[config.mk]
export PLATFORM = sky130hd
export DESIGN_NAME = uart_ram_ctrl
export DESIGN_NICKNAME = d
export VERILOG_FILES = /design/src/rtl/uart_ram_ctrl.sv
export SDC_FILE = /design/constraint.sdc
export NUM_CORES = 1
export LEC_CHECK = 0
export CAP_MARGIN = 20
export CORE_ASPECT_RATIO = 1.75
export CORE_MARGIN = 2
export CORE_UTILIZATION = 45
export CTS_BUF_LIST = sky130_fd_sc_hd__clkbuf_4 sky130_fd_sc_hd__clkbuf_8
export DETAILED_ROUTE_END_ITERATION = 10
export MAX_ROUTING_LAYER = met4
export PLACE_DENSITY = 0.82
export SLEW_MARGIN = 20
export SYNTH_ARGS = -nofsm -noshare
export SYNTH_HDL_FRONTEND = slang
export SYNTH_SLANG_ARGS = --single-unit
export TNS_END_PERCENT = 1
[constraint.sdc]
create_clock -name clk -period 2.18 [get_ports clk]
set_input_delay 0.218 -clock clk [delete_from_list [all_inputs] [get_ports clk]]
set_output_delay 0.218 -clock clk [all_outputs]
set_load 0.03 [all_outputs]
[src/rtl/uart_ram_ctrl.sv]
// uart_ram_ctrl: UART command sequencer and sole master of the 128x32 RAM.
// Command byte {we,addr[6:0]}; writes take 4 big-endian data bytes,
// reads stream the word back MSB first through the transmitter.
// Optional: define UART_RAM_CTRL_WRACK_EN to send 0xA5 after each write.
// Ports:
//   clk, rst            clock, sync active-high reset
//   rx_data, rx_valid   received byte strobe
//   tx_data, tx_start   transmit request (tx_start only when !tx_busy)
//   tx_busy             transmitter busy
//   ram_addr, ram_din   RAM address / write data
//   ram_we, ram_re      RAM write / read strobes
//   ram_dout            RAM read data (registered, one cycle after ram_re)
//   busy                high outside IDLE
//   rx_drop             byte arrived while not accepting

module uart_ram_ctrl (
  input  logic        clk,
  input  logic        rst,
  input  logic [7:0]  rx_data,
  input  logic        rx_valid,
  output logic [7:0]  tx_data,
  output logic        tx_start,
  input  logic        tx_busy,
  output logic [6:0]  ram_addr,
  output logic [31:0] ram_din,
  output logic        ram_we,
  output logic        ram_re,
  input  logic [31:0] ram_dout,
  output logic        busy,
  output logic        rx_drop
);

  typedef enum logic [3:0] {
    S_IDLE,
    S_WDATA,
    S_WRITE,
    S_READ,
    S_RCAP,
    S_TXLOAD,
    S_TXHOLD,
    S_TXWAIT
`ifdef UART_RAM_CTRL_WRACK_EN
    , S_ACK
`endif
  } state_t;

  state_t      state_q;
  state_t      state_d;
  logic [6:0]  addr_q;
  logic [31:0] data_q;
  logic [1:0]  cnt_q;

  always_ff @(posedge clk) begin
    if (rst) state_q <= S_IDLE;
    else     state_q <= state_d;
  end

  always_comb begin
    state_d = state_q;
    unique case (state_q)
      S_IDLE: begin
        if (rx_valid)
          state_d = rx_data[7] ? S_WDATA : S_READ;
      end
      S_WDATA: begin
        if (rx_valid && cnt_q == 2'd3)
          state_d = S_WRITE;
      end
      S_WRITE: begin
`ifdef UART_RAM_CTRL_WRACK_EN
        state_d = S_ACK;
`else
        state_d = S_IDLE;
`endif
      end
      S_READ:   state_d = S_RCAP;
      S_RCAP:   state_d = S_TXLOAD;
      S_TXLOAD: begin
        if (!tx_busy) state_d = S_TXHOLD;
      end
      S_TXHOLD: state_d = S_TXWAIT;
      S_TXWAIT: begin
        if (!tx_busy)
          state_d = (cnt_q == 2'd3) ? S_IDLE : S_TXLOAD;
      end
`ifdef UART_RAM_CTRL_WRACK_EN
      S_ACK: begin
        if (!tx_busy) state_d = S_TXHOLD;
      end
`endif
      default:  state_d = S_IDLE;
    endcase
  end

  // data_q doubles as write assembly register and read shift register.
  always_ff @(posedge clk) begin
    if (rst) begin
      addr_q <= 7'd0;
      data_q <= 32'd0;
      cnt_q  <= 2'd0;
    end else begin
      case (state_q)
        S_IDLE: begin
          if (rx_valid) begin
            addr_q <= rx_data[6:0];
            cnt_q  <= 2'd0;
          end
        end
        S_WDATA: begin
          if (rx_valid) begin
            data_q <= {data_q[23:0], rx_data};
            cnt_q  <= cnt_q + 2'd1;
          end
        end
`ifdef UART_RAM_CTRL_WRACK_EN
        // Ack reuses the TX path as a one-byte stream: count starts
        // at 3 so the first TXWAIT release returns to IDLE.
        S_WRITE: begin
          data_q <= {8'hA5, 24'd0};
          cnt_q  <= 2'd3;
        end
`endif
        S_RCAP: begin
          data_q <= ram_dout;
          cnt_q  <= 2'd0;
        end
        S_TXWAIT: begin
          if (!tx_busy) begin
            data_q <= {data_q[23:0], 8'd0};
            cnt_q  <= cnt_q + 2'd1;
          end
        end
        default: ;
      endcase
    end
  end

  always_comb begin
    tx_start = 1'b0;
    ram_we   = 1'b0;
    ram_re   = 1'b0;
    busy     = 1'b1;
    rx_drop  = rx_valid;
    tx_data  = data_q[31:24];
    ram_addr = addr_q;
    ram_din  = data_q;
    unique case (1'b1)
      (state_q == S_IDLE): begin
        busy    = 1'b0;
        rx_drop = 1'b0;
      end
      (state_q == S_WDATA):  rx_drop  = 1'b0;
      (state_q == S_WRITE):  ram_we   = 1'b1;
      (state_q == S_READ):   ram_re   = 1'b1;
      (state_q == S_TXLOAD): tx_start = !tx_busy;
`ifdef UART_RAM_CTRL_WRACK_EN
      (state_q == S_ACK):    tx_start = !tx_busy;
`endif
      default: ;
    endcase
  end

endmodule

---- Word level (Yosys, flattened, before mapping) ----
Index checks and enable logic that the tools add are counted.
Widths: inputs -> output; s select.
word-level totals
  bits in registers ....................... 45
  output and inout port bits .............. 52
  word-level logic and storage cells ...... 47
operators by class
  add/sub/neg operators ................... 1
  eq/ne operators ......................... 13
  mux-type cells .......................... 19
  reduce and logical (&&, ||, !) cells .... 10
operator list
  kind                 number
  $pmux 32 s3          1
  $mux 32              2
  $pmux 4 s7           1
  $eq 4x3->1 const B   4
  $mux 4               4
  $ne 2x2->1 const B   5
  $eq 4x2->1 const B   2
  $mux 2               4
  $pmux 2 s4           1
  $reduce_and 4->1     2
  $mux 1               5
  $eq 4x1->1 const B   1
  $logic_not 4->1      1
  $reduce_bool 4->1    1
  $mux 3               1
  $reduce_and 3->1     1
  $reduce_bool 3->1    1
  $add 2x1->2 const B  1
  $eq 2x2->1 const B   1
  $reduce_and 2->1     1
  $reduce_or 2->1      1
  $logic_and 1x1->1    1
  $logic_not 1->1      1

---- Depth between registers and ports, before layout ----
  depth after elaboration ................. 4
  gate-level depth with buffers ........... 7
  gate-level depth less buffers ........... 4

---- Least setup slack after synthesis ----
No wires, ideal clock.
  path kind ............................... register to output
  from .................................... reg state_q[1]
  to ...................................... out ram_we
  arrival ................................. 1.455 ns
  slack ................................... 0.507 ns
  stages on the path, launching flop included .. 5
  buffers on the path ..................... 2
  cell sequence ........................... dfxtp_1 -> buf_6 -> clkbuf_1 -> inv_1 -> nor3_1
on the way
  longest elaborated chain between the ends .. 2
RTL lines
  item                      line  source
  start: declaration        47    state_t state_q;
  start signal: assignment  55    else state_q <= state_d;
  $eq 4x2->1                153   (state_q == S_WRITE): ram_we = 1'b1;
  $mux 1                    147   unique case (1'b1)
  end: declaration          26    output logic ram_we,
No other way between the ends.

---- Worst setup path after layout ----
  from .................................... reg state_q[2]
  to ...................................... out busy
on the way
  longest elaborated chain between the ends .. 2
RTL lines
  item              line  source
  $logic_not 4->1   148   (state_q == S_IDLE): begin
  $mux 1            147
  end: declaration  29    output logic busy,
No other way between the ends.

==> impl_metrics.ini <==
[placed_design]
place_congestion = 0.841
port_buffers = 95
detailed_place_hpwl_um = 4570
dpl_worst_slack_ps = 162

[setup_path]
worstPathArrival_ps = 1870
worst-path-buf-inv = 2
timing_worst_setup_path_type = reg2out
endpoint_kind = output pin
critical_path.slowest_cell = clkdlybuf4s50_1
regToRegSetupSlack_ps = 350
cpPeakStageDelay_ps = 610
cp-start-kind = flop
crit_chain = buf_4, or3_1, clkdlybuf4s50_1
cp_top_family = buffers and inverters
crit_fanout = 9
cp_data_required_time_ps = 1960

[cts]
cts_tree = done
clk_pin_slew_ps = 80
numClockSinks = 44
h-tree-depth = 2
insertion_delay_ps = 290
cts_buffer_depth = 2
numCtsBuffers = 5
cts_root_buf = clkbuf_8

[synthesis]
async_flop_share_pct = 0
yosys.area.top_type = dfxtp_1
avgSynthCellArea_um2 = 9.78
synth_fp_nets = 298
syn_area_um2 = 2470
yosys.area.top_type_share_pct = 35.6
synth_compound_area_share_pct = 25.7
synth_fa_ha_area_share_pct = 0.506
yosysSeqAreaShare_pct = 35.6
yosys.cell_types.count = 38
synth_enable_flop_cells = 0
synthCells = 253
synth_top_family_by_area = compound AO/OA/AOI/OAI gates
synth-seq-cells = 44
post-synth-top-count-cell = dfxtp_1
synth_common_cells = dfxtp_1 (44), nor2_1 (34), mux2i_1 (31), a221oi_2 (22), clkbuf_1 (17)
synth_ff_type = dfxtp_1
ys_top_cells_by_area = dfxtp_1 (36%), a221oi_2 (13%), mux2i_1 (13%), nor2_1 (5.2%), nand3b_1 (2.7%)
synth_xor_area_share_pct = 0.354
synth.area.mux_share_pct = 12.5
yosysWarnings = 0
synthSimpleGateAreaFrac_pct = 15.7

[sta]
setup_viol = 0
finalHoldViolCount = 0
rsz0062_at_grt = no
worstMarginPinSlew_ps = 572
fin_tns_setup_ps = 0
drv_slew = 0
slew_headroom_pct = 61.9
finClkSkew_ps = 3.97
setup_slack_ps = 91.2
min_period_ps = 2090
timing.final.crit_share_pct = 95.8
fmax_ghz = 0.479

[final_layout]
area_delta_synth_final_pct = 43.6
post-route-util_pct = 67.0
layout-drive-gt1-share_pct = 15.6
num_antenna_cells = 0
nets = 373

[floorplanning]
pin_count = 96
fp.dieArea_um2 = 6130
start_util_pct = 46.7
die_w_um = 60.0
die_h_um = 102
rows = 35
coreArea_um2 = 5300

[grt]
grt_pass1_vias = 2225
track_usage_pct = 22.2
overflow = 0
grt_max_degree = 33
grt_pass1_wl_um = 10200
antenna_found_initial = 0

[job]
drv_cap = 0

[route]
detail_route.wl_per_cell_um = 15.7
vias_per_cell = 5.61
ant_nets = 0
via_count = 2251
wirelength_um = 6280
drc = 0
drt_iter0_markers = 98
drt_first_pass_iters = 5

[power]
powerDensity_nw_per_um2 = 667
cellLeakagePower_nw = 1.15
total_power_mw = 2.37
vdd_drop_max_v = 0.000451

[outcome]
status = finished, final reports clean

[hold_path]
hold_class = in2reg
==> logic make-up after synthesis <==
group           Yosys count
compound gates           61
simple gates             74
flops                    44
xor+xnor                  1
fa+ha+maj                 1
buf+inv                  41
mux                      31
==> where the power goes <==
part	switching, mW	total [mW]	internal, mW
Sequential	0.0738	0.957	0.883
Combinational	0.438	0.819	0.381
Clock	0.265	0.594	0.329
Total	0.777	2.37	1.59
==> stage by stage <==
step           hold slack [ps]  cell area (µm²)  instances
5_1_grt                    421             3550        401
3_3_place_gp               476             3450        395
2_1_floorplan              365             2470        253
3_5_place_dp               486             3450        395
6_report                   396             3550        401
4_1_cts                    404             3550        401
==> final timing paths <==
check | startpoint | depth (start not counted) | endpoint
worst max-delay path | state_q[2]$_SDFFE_PP0P_ | 3 | busy
worst min register to register | cnt_q[0]$_SDFFE_PP0P_ | 2 | cnt_q[0]$_SDFFE_PP0P_
worst min-delay path | rst | 2 | ram_addr[3]$_SDFFE_PP0P_
worst max register to register | state_q[2]$_SDFFE_PP0P_ | 4 | ram_din[7]$_SDFFE_PP0P_
==> flip-flops by register name, summed over array words and instances (netlist names) <==
register / count
ram_din: 32
cnt_q: 2
ram_addr: 7
state_q: 3
==> area by class of cell <==
| cell class | count | area, µm² |
|---|---|---|
| Inverter | 3 | 11.3 |
| Sequential cell | 44 | 883 |
| Clock inverter | 1 | 30.0 |
| Timing Repair Buffer | 106 | 1080 |
| Tap cell | 74 | 92.6 |
| Fill cell | 418 | 1750 |
| Clock buffer | 5 | 68.8 |
| Multi-Input combinational cell | 168 | 1390 |
==> metal layers <==
layer,vias up,global-route usage [%],routed length (µm)
li1,1092,-,-
met5,-,-,0
met1,1069,22.9,2410
met3,8,2.53,269
met2,82,40.7,3490
met4,0,9.23,105
==> cell usage in the layout, fill, tap and decap left out, drive strengths merged, types with 2 or more instances in the layout <==
cell type	instances
clkdlybuf4s50	93
dfxtp	44
nor2	34
mux2i	31
a221oi	27
buf	13
nand2	9
o21ai	9
nand3b	9
a21o	8
nor4	8
a311oi	8
clkbuf	5
inv	3
nand2b	2
nor2b	2
or3	2
nor3b	2
nor4b	2
==> repair_timing <==
item,4_1_cts,5_1_grt
hold buffers,0,0
resized for setup,0,2
buffers inserted,0,0
setup endpoints to repair,0,2
No activity file was read; power rests on OpenSTA's default activity.
